$ cat src/rtl/string_hw_master.sv
// string_hw_master: Avalon-MM initiator driving the string accelerator's register
// slave for a streaming client. Takes a command (index, length) and 2*MAX_BLOCKS
// string words, writes them to the A/B blocks, sets go, polls until done, streams
// MAX_BLOCKS result words back, then clears go.
// Ports:
//   clk, reset_n                      clock, async active-low reset
//   cmd_valid/ready, cmd_index/length command handshake and fields
//   in_valid/ready, in_data           string word stream (A words then B words)
//   res_valid/ready, res_data/last    result word stream
//   busy, timeout_err                 status (timeout_err is a one-cycle pulse)
//   avm_*                             Avalon-MM master, read latency 1, no waitrequest
module string_hw_master #(
   parameter int unsigned MAX_BLOCKS   = 2,
   parameter int unsigned ADDRESS_BITS = 4,
   parameter int unsigned POLL_LIMIT   = 1023
) (
   input  logic                    clk,
   input  logic                    reset_n,
   input  logic                    cmd_valid,
   output logic                    cmd_ready,
   input  logic [3:0]              cmd_index,
   input  logic [7:0]              cmd_length,
   input  logic                    in_valid,
   output logic                    in_ready,
   input  logic [31:0]             in_data,
   output logic                    res_valid,
   input  logic                    res_ready,
   output logic [31:0]             res_data,
   output logic                    res_last,
   output logic                    busy,
   output logic                    timeout_err,
   output logic [ADDRESS_BITS:0]   avm_address,
   output logic                    avm_chipselect,
   output logic                    avm_read,
   output logic                    avm_write,
   output logic [31:0]             avm_writedata,
   input  logic [31:0]             avm_readdata
);

   localparam int unsigned AW = ADDRESS_BITS + 1;
   localparam int unsigned NW = 2 * MAX_BLOCKS;
   localparam int unsigned KW = $clog2(NW + 1);
   localparam int unsigned PW = $clog2(POLL_LIMIT + 1);

   typedef enum logic [3:0] {
      S_IDLE, S_LOAD, S_GO, S_POLL_RD, S_POLL_WAIT,
      S_RES_RD, S_RES_WAIT, S_RES_OUT, S_CLEAR
   } state_t;

   state_t        state;
   logic [KW-1:0] k;
   logic [PW-1:0] poll_cnt;
   logic [3:0]    idx_q;
   logic [7:0]    len_q;

   // Bus strobes are registered so that each state's bus cycle is visible
   // during that state; the decision is made on the edge that enters it.
   always_ff @(posedge clk or negedge reset_n) begin
      if (!reset_n) begin
         state          <= S_IDLE;
         k              <= '0;
         poll_cnt       <= '0;
         idx_q          <= '0;
         len_q          <= '0;
         cmd_ready      <= 1'b0;
         in_ready       <= 1'b0;
         res_valid      <= 1'b0;
         res_data       <= '0;
         res_last       <= 1'b0;
         busy           <= 1'b0;
         timeout_err    <= 1'b0;
         avm_address    <= '0;
         avm_chipselect <= 1'b0;
         avm_read       <= 1'b0;
         avm_write      <= 1'b0;
         avm_writedata  <= '0;
      end else begin
         avm_chipselect <= 1'b0;
         avm_read       <= 1'b0;
         avm_write      <= 1'b0;
         timeout_err    <= 1'b0;

         case (state)
            S_IDLE: begin
               cmd_ready <= 1'b1;
               if (cmd_valid && cmd_ready) begin
                  cmd_ready <= 1'b0;
                  idx_q     <= cmd_index;
                  len_q     <= cmd_length;
                  k         <= '0;
                  poll_cnt  <= '0;
                  busy      <= 1'b1;
                  in_ready  <= 1'b1;
                  state     <= S_LOAD;
               end
            end

            // A words land at 1..MAX_BLOCKS and B words directly after, so the
            // address is simply 1+k for every accepted word.
            S_LOAD: begin
               if (in_ready) begin
                  if (in_valid) begin
                     avm_chipselect <= 1'b1;
                     avm_write      <= 1'b1;
                     avm_address    <= AW'(k) + AW'(1);
                     avm_writedata  <= in_data;
                     k              <= k + KW'(1);
                     if (k == KW'(NW - 1)) in_ready <= 1'b0;
                  end
               end else begin
                  // last data write is on the bus now; the go write follows it
                  avm_chipselect <= 1'b1;
                  avm_write      <= 1'b1;
                  avm_address    <= '0;
                  avm_writedata  <= {18'b0, len_q, idx_q, 1'b1, 1'b0};
                  state          <= S_GO;
               end
            end

            S_GO: begin
               avm_chipselect <= 1'b1;
               avm_read       <= 1'b1;
               avm_address    <= '0;
               poll_cnt       <= poll_cnt + PW'(1);
               state          <= S_POLL_RD;
            end

            S_POLL_RD: state <= S_POLL_WAIT;

            // Done is checked before the limit so a done on the last poll wins.
            S_POLL_WAIT: begin
               if (avm_readdata[0]) begin
                  k              <= '0;
                  avm_chipselect <= 1'b1;
                  avm_read       <= 1'b1;
                  avm_address    <= AW'(1);
                  state          <= S_RES_RD;
               end else if (poll_cnt == PW'(POLL_LIMIT)) begin
                  timeout_err    <= 1'b1;
                  avm_chipselect <= 1'b1;
                  avm_write      <= 1'b1;
                  avm_address    <= '0;
                  avm_writedata  <= '0;
                  state          <= S_CLEAR;
               end else begin
                  avm_chipselect <= 1'b1;
                  avm_read       <= 1'b1;
                  avm_address    <= '0;
                  poll_cnt       <= poll_cnt + PW'(1);
                  state          <= S_POLL_RD;
               end
            end

            S_RES_RD: state <= S_RES_WAIT;

            S_RES_WAIT: begin
               res_data  <= avm_readdata;
               res_valid <= 1'b1;
               res_last  <= (k == KW'(MAX_BLOCKS - 1));
               state     <= S_RES_OUT;
            end

            S_RES_OUT: begin
               if (res_ready) begin
                  res_valid      <= 1'b0;
                  res_last       <= 1'b0;
                  avm_chipselect <= 1'b1;
                  if (k == KW'(MAX_BLOCKS - 1)) begin
                     avm_write     <= 1'b1;
                     avm_address   <= '0;
                     avm_writedata <= '0;
                     state         <= S_CLEAR;
                  end else begin
                     avm_read    <= 1'b1;
                     avm_address <= AW'(k) + AW'(2);
                     k           <= k + KW'(1);
                     state       <= S_RES_RD;
                  end
               end
            end

            S_CLEAR: begin
               busy      <= 1'b0;
               cmd_ready <= 1'b1;
               state     <= S_IDLE;
            end

            default: state <= S_IDLE;
         endcase
      end
   end

endmodule

$ cat config.mk
export PLATFORM = sky130hd
export DESIGN_NAME = string_hw_master
export DESIGN_NICKNAME = d
export VERILOG_FILES = /design/src/rtl/string_hw_master.sv
export SDC_FILE = /design/constraint.sdc
export NUM_CORES = 1
export LEC_CHECK = 0
export CAP_MARGIN = 5
export CORE_UTILIZATION = 42
export CTS_CLUSTER_DIAMETER = 50
export CTS_CLUSTER_SIZE = 25
export DETAILED_ROUTE_END_ITERATION = 7
export GPL_ROUTABILITY_DRIVEN = 0
export GPL_TIMING_DRIVEN = 0
export PLACE_DENSITY = 0.73
export SLEW_MARGIN = 30
export SYNTH_ARGS = -nofsm -noshare
export SYNTH_HDL_FRONTEND = slang
export SYNTH_SLANG_ARGS = --single-unit
export TNS_END_PERCENT = 5
$ cat constraint.sdc
create_clock -name clk -period 2 [get_ports clk]
set_input_delay 0.5 -clock clk [delete_from_list [all_inputs] [get_ports clk]]
set_output_delay 0.5 -clock clk [all_outputs]
set_load 0.01 [all_outputs]
# Yosys cells after proc, flatten, opt, wreduce, memory -nomap -nowiden
# Cells that the tools add are included.
# word_totals
reg_bits,107
in_bits,81
# classes
addsub,4
n_eq_ne,23
n_mux,57
n_reduce_logical,19
# op_table
cell,n
2-to-1 mux 32 bit,6
case mux 32 bit (3 select lines),1
case mux 4 bit (8 select lines),1
2-to-1 mux 10 bit,3
case mux 10 bit (3 select lines),1
2-to-1 mux 4 bit,7
"inequality test 2 bit, second input constant",11
case mux 5 bit (4 select lines),1
2-to-1 mux 1 bit,19
2-to-1 mux 3 bit,6
"== test 4 x 3 -> 1 bit, second input constant",4
2-to-1 mux 5 bit,3
case mux 3 bit (4 select lines),1
"adder 10 x 1 -> 10 bit, second input constant",1
"== test 10 bit, second input constant",1
case mux 1 bit (2 select lines),5
case mux 1 bit (3 select lines),3
"== test 4 x 2 -> 1 bit, second input constant",2
AND reduction 2 bit,4
nonzero test 4 bit,2
AND reduction 7 bit,1
AND reduction 3 bit,2
AND reduction 6 bit,1
nonzero test 2 bit,3
other kinds (13),14

# Depth between registers and ports, before layout
# depth
depth_word,5
mapped_depth,9
mapped_depth_nobuf,7

# Worst setup path before layout
# Ideal clock, no wire load.
# synth_timing
path_kind,flip-flop to flip-flop
from,register poll_cnt[0]
to,register poll_cnt[3]
setup_ns,0.066
arrival_time_ns,1.809
t_required_ns,1.934
path_slack_ns,0.125
path_stages_with_launch,7
synth_period_minus_slack_ns,1.875
cell_sequence,dfrtp_1 > ha_1 > and3_1 > a41oi_1 > o21ai_2 > or4_1 > nand2_1
# synth_via
elab_chain_len,4
elab_cells_between_ends,7
cone_classes,1 x add/sub; 2 x eq/ne; 3 x mux; 1 x reduce/logical
# synth_rtl
element,line,text
"start, declared",52,logic [PW-1:0] poll_cnt;
"start signal, assigned",124,poll_cnt <= poll_cnt + PW'(1);
"start signal, assigned",149,poll_cnt <= poll_cnt + PW'(1);
adder 10 x 1 -> 10 bit,"124, 149",
2-to-1 mux 10 bit,138,end else if (poll_cnt == PW'(POLL_LIMIT)) begin
2-to-1 mux 10 bit,132,if (avm_readdata[0]) begin
case mux 10 bit (3 select lines),83,case (state)
# Several ways; a longest one is shown, not always the timed one. The select of a mux whose other input is x is not followed.
# A chain may end at the register's enable or synchronous reset.

# Final worst setup path
# layout_timing
from,register state[2]
to,register poll_cnt[3]
# layout_via
elab_chain_len,3
elab_cells_between_ends,9
cone_classes,5 x eq/ne; 1 x mux; 3 x reduce/logical
# layout_rtl
element,line,text
"start, declared",50,state_t state;
"start signal, assigned",60,state <= S_IDLE;
"start signal, assigned",94,state <= S_LOAD;
"start signal, assigned",116,state <= S_GO;
== test 4 x 3 -> 1 bit (tied with other cells),83,
inequality test 2 bit (no line) or nonzero test 3 bit (tied branches),--,
AND reduction 4 bit (no line),--,
# Several ways; a longest one is shown, not always the timed one.

==> flow_summary_export.csv <==
group,metric,value,unit
status,status,"finished, violations left",
status,violations,"setup timing",
timing,rsz0062_at_grt,"true",
place,io_buffers,157,
clocking,clockBufferDepth,2,
setup_path,rr_startpoint,"state[2]",
setup_path,critPathLaunchType,"flop",
timing,whs,0.0651,ns
global_routing,antenna_found_initial,0,
floorplanning,die-area,0.0118,mm2
logic_synthesis,synth-async-reset-ratio,100,%
floorplanning,die_w,109,um
layout,multi_input_area,0.00201,mm2
clocking,htreeDepth,3,
clocking,cts.root.buffer_cell,"clkbuf_16",
setup_path,crit_arrival,2.30,ns
drt,detail-route-antenna-nets,0,
drt,routed_via_density,5.12,
logic_synthesis,postSynthCellCount,447,
power,power.density,1450,mW/mm2
global_routing,grt_pass1_vias,3872,
setup_path,cp_max_fo,10,
layout,layout_commonest_cell,"clkdlybuf4s50_1",
layout,layout_common_cells,"clkdlybuf4s50_1 (156), dfrtp_1 (106), nand2_1 (100), mux2_2 (32), nor2_1 (22)",
power,total_power,10.0,mW
power,ir_worst_vdd,0.659,mV
timing,setup_viol,2,
layout,nFillCells,920,
job,maxCapViolations,0,
global_routing,grt_pass1_wl,18800,um
timing,skew,0.00957,ns
logic_synthesis,ys.flop_type,"dfrtp_1",
floorplanning,num_rows,38,
floorplanning,start_util,43.6,%
drt,detail_route.wl_per_cell,15.2,um
power,p_leak,3.20,nW
logic_synthesis,synth.distinct_cells,58,
clocking,clock_latency,0.34,ns
timing,max-slew-margin-rel,53.6,%
drt,drtPass1Iterations,4,
logic_synthesis,synth_edf_count,0,
floorplanning,io_pins,159,
logic_synthesis,netlist_area,0.00479,mm2
timing,finalCritPeriodShare,101,%
drt,drt_iter0_drc,201,
layout,final_nets,707,
clocking,cts_tree,"yes",
hold_path,min_path_type,"in -> async",
global_routing,grt_max_degree,64,
global_routing,track_usage,20.6,%
logic_synthesis,yosys-top-cells-area,"dfrtp_1 (55%), nand2_1 (7.8%), mux2_2 (7.5%)",
clocking,cts-buffers-inserted,9,
clocking,cts.sinks,106,
drt,wl,11600,um
logic_synthesis,yosysWarningCount,0,
timing,worst_slew_pin_slew,0.697,ns
setup_path,required,2.28,ns
drt,route.vias.total,3913,
setup_path,ff2ff_path_depth,6,
floorplanning,die_y,109,um
clocking,clk_pin_slew,0.07,ns
drt,drc_errors,0,
logic_synthesis,syn-num-nets,533,
logic_synthesis,synth_seq_cells,106,
layout,fin_area,0.00694,mm2
setup_path,critPathKind,"reg -> reg",
layout,seq_area,0.00265,mm2
logic_synthesis,syn_avg_cell_area,10.7,um2
setup_path,rr_endpoint,"poll_cnt[3]",
timing,hold_violations,0,
layout,n_antenna_cell,0,
logic_synthesis,seq_area_frac_synth,55.4,%
timing,fmax,0.494,GHz
timing,period_needed,2.02,ns
logic_synthesis,netlist.area_leader.share,55.4,%
setup_path,ff2ff_setup_slack,-0.02,ns
place,placed_area,0.00657,mm2
layout,syn2layout_area_growth,44.8,%
floorplanning,coreArea,0.0110,mm2
logic_synthesis,yosysTopAreaCell,"dfrtp_1",
clocking,postCtsHoldBufs,0,
layout,drive_gt1_share,15.4,%
timing,setup_ws,-0.0233,ns
place,dp_hpwl,8660,um
timing,slew_viol_final,0,
setup_path,cp-end-kind,"flop",
global_routing,gr-total-overflow,0,
==> flip-flops by register name (all words and copies together), names as in the netlist <==
signal and count:
avm_writedata 32, res_data 32, poll_cnt 10, len_q 8, avm_address 4, idx_q 4
state 4, k 3, avm_chipselect 1, avm_read 1, avm_write 1, busy 1
cmd_ready 1, in_ready 1, res_last 1, res_valid 1, timeout_err 1
==> worst max-delay path: stages (launching register included) <==
cell	delay (ns)
dfrtp_1	0.43
buf_6	0.17
a211o_1	0.32
a21oi_4	0.28
o21ai_2	0.20
or4_1	0.49
nand2_1	0.08
==> cells by family after synthesis <==
| kind of cell | synth area share, % |
|---|---|
| buf+inv | 3.60 |
| flops | 55.4 |
| fa+ha+maj | 1.31 |
| mux | 10.7 |
| compound gates | 12.7 |
| other cells | 0.0783 |
| simple gates | 14.9 |
| xor+xnor | 1.28 |
==> power breakdown <==
| part | internal (mW) | leakage [nW] | switching [mW] |
|---|---|---|---|
| clock | 0.855 | 0.138 | 0.795 |
| combinational | 2.54 | 1.73 | 2.30 |
| sequential | 3.06 | 1.34 | 0.485 |
| total | 6.46 | 3.20 | 3.58 |
==> layout make-up <==
cell class | count | area share [%]
buffer | 26 | 2.15
clock buffer | 9 | 3.25
clock inverter | 6 | 0.739
inverter | 9 | 0.487
multi-input combinational | 306 | 29.0
sequential | 106 | 38.2
tap | 140 | 2.52
timing repair buffer | 163 | 23.6
==> synthesized netlist by cell type, drive strengths merged (2+ instances only) <==
cell     instances
a2bb2oi          2
nor2            23
nor2b            3
ha               5
a31oi            2
nand2          101
mux2            35
or3              3
inv              9
buf             17
nor3b            2
and4b            2
and2             2
nand2b           4
mux2i           12
o31ai           14
clkbuf           9
dfrtp          106
a21o             3
nor3             4
and3             2
o21ai           31
xor2             6
o211ai           7
a41oi            2
nand4            2
nand3            4
and4             2
o21a             4
and2b            2
o22ai            3
a21oi           11
==> metrics by stage <==
step / TNS, ns / worst slack, ns / util [%] / instances
final: -0.0348 / -0.0233 / 63.2 / 765
after global routing: -1.26 / -0.134 / 63.2 / 765
after CTS: -0.263 / -0.0382 / 62.5 / 761
after detailed placement: -16.39 / -0.391 / 59.8 / 745
after global placement: -389.12 / -3.55 / 59.5 / 744
after floorplan: 0 / 0.125 / - / 447
==> metal layers <==
metal | vias to the layer above | global-route usage, % | part of all wire, %
li1 | 1898 | - | -
met1 | 1871 | 26.9 | 44
met2 | 124 | 34.6 | 49
met3 | 20 | 3.23 | 5.0
met4 | 0 | 7.14 | 1.7
met5 | - | 0 | 0
==> how the worst max path moves through the flow <==
stage	startpoint	endpoint	slack, ns
after floorplan	poll_cnt[0]	poll_cnt[3]	0.13
after global placement	reset_n	k[0]	-3.55
after detailed placement	avm_readdata[0]	poll_cnt[3]	-0.39
after CTS	poll_cnt[1]	avm_writedata[3]	-0.04
after global routing	state[3]	poll_cnt[3]	-0.13
final	state[2]	poll_cnt[3]	-0.02
==> what timing repair did <==
action / 4_1_cts / 5_1_grt
hold endpoints to repair: 0 / 0
pin swaps: 1 / 0
buffers inserted: 1 / 4
resized for setup: 9 / 12
endpoints found under the setup margin: 65 / 74
(Power assumes the default switching activity.)
